## config.mk

```make
export PLATFORM = sky130hd
export DESIGN_NAME = rom_loader
export DESIGN_NICKNAME = d
export VERILOG_FILES = /design/src/rtl/rom_loader.sv
export SDC_FILE = /design/constraint.sdc
export NUM_CORES = 1
export LEC_CHECK = 0
export ABC_AREA = 1
export BUFFER_PORTS_ARGS = -buffer_cell sky130_fd_sc_hd__buf_4
export CAP_MARGIN = 10
export CORE_MARGIN = 2
export CORE_UTILIZATION = 30
export CTS_BUF_LIST = sky130_fd_sc_hd__clkbuf_4
export CTS_CLUSTER_SIZE = 12
export DETAILED_ROUTE_END_ITERATION = 8
export GPL_TIMING_DRIVEN = 1
export HOLD_SLACK_MARGIN = 0.02
export PLACE_DENSITY = 0.53
export SLEW_MARGIN = 10
export SYNTH_ARGS = -nofsm -noshare
export SYNTH_HDL_FRONTEND = slang
export SYNTH_SLANG_ARGS = --single-unit
```

## constraint.sdc

```tcl
create_clock -name clk -period 5.2 [get_ports clk]
set_clock_uncertainty 0.2 [all_clocks]
set_input_delay 1.3 -clock clk [delete_from_list [all_inputs] [get_ports clk]]
set_output_delay 1.3 -clock clk [all_outputs]
set_load 0.01 [all_outputs]
```

## src/rtl/rom_loader.sv

```systemverilog
// Boot-time ROM loader: parses A5 | LEN_LO | LEN_HI | LEN x 4-byte LE words | CK and writes each word to the ROM.
// Latency: a word write, done or err appears one cycle after the deciding byte (or after the timeout expires).
// Backpressure: none; in_ready is high in every non-reset cycle, so one byte per cycle is accepted in every state.
module rom_loader #(
  parameter int             DW        = 32,
  parameter int             AW        = 32,
  parameter int             MEM_NUM   = 4096,
  parameter logic [AW-1:0]  BASE_ADDR = '0,
  parameter int             TIMEOUT   = 1000000
) (
  input  logic          clk,
  input  logic          rst,
  input  logic          in_valid,
  input  logic [7:0]    in_data,
  output logic          in_ready,
  output logic          wen,
  output logic [AW-1:0] w_addr,
  output logic [DW-1:0] w_data,
  output logic          busy,
  output logic          hold_core,
  output logic          done,
  output logic          err,
  output logic [1:0]    err_code
);

  localparam int TW = $clog2(TIMEOUT + 1);

  localparam logic [1:0] CODE_OK      = 2'd0;
  localparam logic [1:0] CODE_CKSUM   = 2'd1;
  localparam logic [1:0] CODE_LENGTH  = 2'd2;
  localparam logic [1:0] CODE_TIMEOUT = 2'd3;

  localparam logic [7:0] MAGIC = 8'hA5;

  typedef enum logic [2:0] {
    S_IDLE,
    S_LEN_LO,
    S_LEN_HI,
    S_DATA,
    S_CKSUM
  } state_t;

  state_t        state;
  logic [7:0]    len_lo;
  logic [15:0]   len;
  logic [15:0]   widx;
  logic [1:0]    bcnt;
  logic [23:0]   wbuf;
  logic [7:0]    sum;
  logic [TW-1:0] idle_cnt;
  logic [AW-1:0] addr_nxt;

  logic          acc;
  logic [7:0]    byte_sum;
  logic [31:0]   len_full;

  assign acc       = in_valid & in_ready;
  assign byte_sum  = sum + in_data;
  assign len_full  = {16'd0, in_data, len_lo};
  assign hold_core = busy;

  // Frame parser, word assembler, inter-byte timeout and registered outputs
  always_ff @(posedge clk) begin
    if (rst) begin
      state    <= S_IDLE;
      in_ready <= 1'b0;
      wen      <= 1'b0;
      w_addr   <= BASE_ADDR;
      w_data   <= '0;
      busy     <= 1'b0;
      done     <= 1'b0;
      err      <= 1'b0;
      err_code <= CODE_OK;
      len_lo   <= '0;
      len      <= '0;
      widx     <= '0;
      bcnt     <= '0;
      wbuf     <= '0;
      sum      <= '0;
      idle_cnt <= '0;
      addr_nxt <= BASE_ADDR;
    end else begin
      in_ready <= 1'b1;
      wen      <= 1'b0;
      done     <= 1'b0;
      err      <= 1'b0;

      // Inside a frame, a silent line for TIMEOUT cycles aborts it; a byte in the expiry cycle wins.
      if (state != S_IDLE) begin
        if (acc) begin
          idle_cnt <= '0;
        end else if (idle_cnt == TW'(TIMEOUT - 1)) begin
          err      <= 1'b1;
          err_code <= CODE_TIMEOUT;
          busy     <= 1'b0;
          state    <= S_IDLE;
          idle_cnt <= '0;
        end else begin
          idle_cnt <= idle_cnt + 1'b1;
        end
      end

      if (acc) begin
        case (state)
          S_IDLE: begin
            // Anything other than the magic byte is line noise and dropped.
            if (in_data == MAGIC) begin
              state    <= S_LEN_LO;
              busy     <= 1'b1;
              err_code <= CODE_OK;
              idle_cnt <= '0;
              sum      <= '0;
              bcnt     <= '0;
              widx     <= '0;
              addr_nxt <= BASE_ADDR;
            end
          end

          S_LEN_LO: begin
            len_lo <= in_data;
            sum    <= in_data;
            state  <= S_LEN_HI;
          end

          S_LEN_HI: begin
            len <= {in_data, len_lo};
            sum <= byte_sum;
            if (len_full > 32'(MEM_NUM)) begin
              err      <= 1'b1;
              err_code <= CODE_LENGTH;
              busy     <= 1'b0;
              state    <= S_IDLE;
            end else if (len_full == 32'd0) begin
              state <= S_CKSUM;
            end else begin
              state <= S_DATA;
            end
          end

          S_DATA: begin
            sum  <= byte_sum;
            bcnt <= bcnt + 2'd1;
            case (bcnt)
              2'd0: wbuf[7:0]   <= in_data;
              2'd1: wbuf[15:8]  <= in_data;
              2'd2: wbuf[23:16] <= in_data;
              default: begin
                // Fourth byte completes the word; write it straight away.
                wen      <= 1'b1;
                w_addr   <= addr_nxt;
                w_data   <= {in_data, wbuf};
                addr_nxt <= addr_nxt + AW'(4);
                widx     <= widx + 16'd1;
                if (widx == len - 16'd1) begin
                  state <= S_CKSUM;
                end
              end
            endcase
          end

          S_CKSUM: begin
            if (in_data == sum) begin
              done     <= 1'b1;
              err_code <= CODE_OK;
            end else begin
              err      <= 1'b1;
              err_code <= CODE_CKSUM;
            end
            busy  <= 1'b0;
            state <= S_IDLE;
          end

          default: begin
            state <= S_IDLE;
            busy  <= 1'b0;
          end
        endcase
      end
    end
  end

endmodule

```

==> metrics.cfg <==
[worst_setup_path]
cp_num_buf_inv = 3
cp-start-kind = input port
critical-path-max-stage-delay_ns = 0.38
critical_path.max_fanout = 25
worstReg2RegEnd = addr_nxt[18]$_SDFFE_PP0P_
timing.rr.start = state[2]$_SDFF_PP0_
required_ns = 5.53
rrSetupSlack_ns = 2.38
endpoint_kind = flop
crit_path_top_delay_cell = inv_2
crit_family = simple AND/OR/NAND/NOR gates
worstSetupPathType = in -> reg
timing.critical_path.cells = buf_4, inv_2, nand4_1, nor3_2, nand2_1, nand2_2, nand2_4, inv_2, nand4_1, nor2_1, a21oi_1, nor3_1
ff2ff_path_depth = 11
crit_arrival_ns = 3.31

[layout]
final_cell_area_um2 = 10500
final_util_pct = 34.6
n_fill_cell = 3261
layout-drive-gt1-share_pct = 11.6
nets = 1373
area_growth_pct = 13.6
final_cells = 1756

[sta]
setup_ws_ns = 2.22
tightestPinTransition_ns = 1.01
max_slew_margin_pct = 32.4
fmax_ghz = 0.336
holdWs_ns = 0.260
grt_setup_unrepaired = false
fin_crit_sh_pct = 57.3
hold_viol = 0
fin_crit_ns = 2.98
slew_viol_final = 0
setup_viol = 0
fin_tns_setup_ns = 0

[pwr]
powerDensity_nw_per_um2 = 239
total_power_mw = 2.52
vdd_drop_max_mv = 0.163
p_leak_nw = 4.27

[worst_hold_path]
min_path_cells = 2
holdCritStartpoint = wbuf[2]$_SDFFE_PP0P_
hp-class = reg -> reg
worstHoldEndpoint = w_data[2]$_SDFFE_PP0P_

[cts]
post-cts-setup-buffers = 0
cts_buffer_depth = 2
cts.sinks = 196
htreeDepth = 4
cts_hold_buf = 0
clk_pin_slew_worst_paths_ns = 0.20
cts_resized = 0
clockRootBuffer = clkbuf_4
clock_latency_ns = 0.61
cts_tree = yes
cts_made_buffers = 17

[place]
dpl.cell_count = 1723
gp_congestion = 0.818
dp_slack_ns = 1.59
io_buffers = 80
hpwl_um = 18400
placed_cell_area_um2 = 10200

[global_routing]
grt_usage_pct = 15.7
antenna_found_initial = 1
first_global_vias = 8105
grt_max_degree = 95
overflow = 0
grt_pass1_wl_um = 42100

[synthesis]
synth.cell_area_um2 = 9280
synth_top_area_share_pct = 42.3
ys_ff_latch = 196
synth-main-ff-cell = dfxtp_1
ys_top_cells_by_count = dfxtp_1, nand2_1, nor2_1
synthCells = 1295
synth_largest_area_cell = dfxtp_1
syn_avg_cell_area_um2 = 7.17
yosys.cell_types.count = 47
synth_edf_count = 0
yosysMostFrequentCell = dfxtp_1
synth.top_cells.by_area = dfxtp_1, a21oi_1, o21ai_0
synth_warnings = 0
synthArstFlopShare_pct = 0
yosysSeqAreaShare_pct = 42.3

[route]
wire_per_inst_um = 14.6
wl_um = 25600
drt_iter0_markers = 575
drc = 0
vias = 8527
vias_per_cell = 4.86
postRouteAntennaNets = 0
dr.pass1.iters = 8

[die]
row_count = 64
top_level_ports = 83
dieArea_um2 = 32400
initial_core_util_pct = 30.4
die_x_um = 180
coreArea_um2 = 30500
die_h_um = 180

[run_status]
status = finished, final reports clean

[flow_run]
cap_violations = 0

## routing by layer
layer	track usage, %	vias up	wire [µm]
li1	-	4444	-
met1	21.8	3925	12900
met2	25.8	146	11700
met3	2.49	12	819
met4	2.96	0	181
met5	0	-	0
## report_power, final
part           switching, mW  internal, mW  leakage, nW
clock                  0.643         0.289        0.181
combinational         0.0596        0.0192         2.52
sequential          0.000351          1.50         1.58
## sequential cells by signal (all words and copies together), names as in the netlist
signal    cells
state         3
in_ready      1
w_data       32
sum           8
widx         16
done          1
w_addr       30
len          16
wen           1
len_lo        8
err_code      2
err           1
addr_nxt     30
idle_cnt     20
wbuf         24
bcnt          2
busy          1
## final cells by class
cell class / count / area [µm²] / area share, %
diodes: 1 / 2.50 / 0.0237
clock buffers: 17 / 128 / 1.21
clock inverters: 15 / 221 / 2.10
inverters: 147 / 553 / 5.24
multi-input cells: 897 / 4570 / 43.3
flip-flops and latches: 196 / 3920 / 37.2
well taps: 396 / 495 / 4.70
repair buffers: 87 / 653 / 6.19
## worst max path at each step
stage               start                         to  slack [ns]  depth (start not counted)
2_1_floorplan  in_data[0]        sum[6]$_SDFFE_PP0P_        2.09                         13
3_3_place_gp   in_data[1]  addr_nxt[18]$_SDFFE_PP0P_        1.64                         12
3_5_place_dp   in_data[4]  addr_nxt[18]$_SDFFE_PP0P_        1.59                         12
4_1_cts        in_data[4]  addr_nxt[18]$_SDFFE_PP0P_        2.27                         12
5_1_grt        in_data[4]  addr_nxt[18]$_SDFFE_PP0P_        2.02                         12
6_report       in_data[4]  addr_nxt[18]$_SDFFE_PP0P_        2.22                         12
## worst register-to-register path: cells and delay by family (launching register included)
family	cells	cell delay [ns]
and+or+nand+nor	7	1.28
buffers and inverters	3	0.79
DFF	1	0.42
AOI/OAI and AO/OA	1	0.07
## layout by cell type (no fill, tap or decap), types with 3 or more instances in the layout
cell type / count
nand4_1: 37
o21a_1: 3
xor2_1: 16
or2_2: 3
a21oi_1: 147
xnor2_1: 8
ha_1: 15
nor2_1: 166
nor3b_1: 5
nand3_2: 3
o21ai_0: 145
buf_4: 87
nor3_2: 3
inv_2: 12
a211oi_1: 9
nor4_1: 14
nand3_1: 60
nand2_1: 179
nor2_4: 5
a221oi_1: 3
a31oi_1: 4
o211ai_1: 7
clkinv_8: 5
nand2_2: 3
a22oi_1: 3
nor2_2: 5
nor3_1: 31
o21ai_1: 6
inv_1: 132
clkbuf_4: 17
dfxtp_1: 196
## kinds of logic (layout without fill, tap and decap cells)
kind of cell,after synthesis,count (layout),synth area share (%)
AOI/OAI and AO/OA,333,333,18.9
xor gates and xnor gates,25,25,2.51
adders and majority gates,16,16,2.24
buffers and inverters,203,266,8.63
DFF,196,196,42.3
other,1,3,0.0404
and+or+nand+nor,521,521,25.4
No activity file was read; power rests on OpenSTA's default activity.
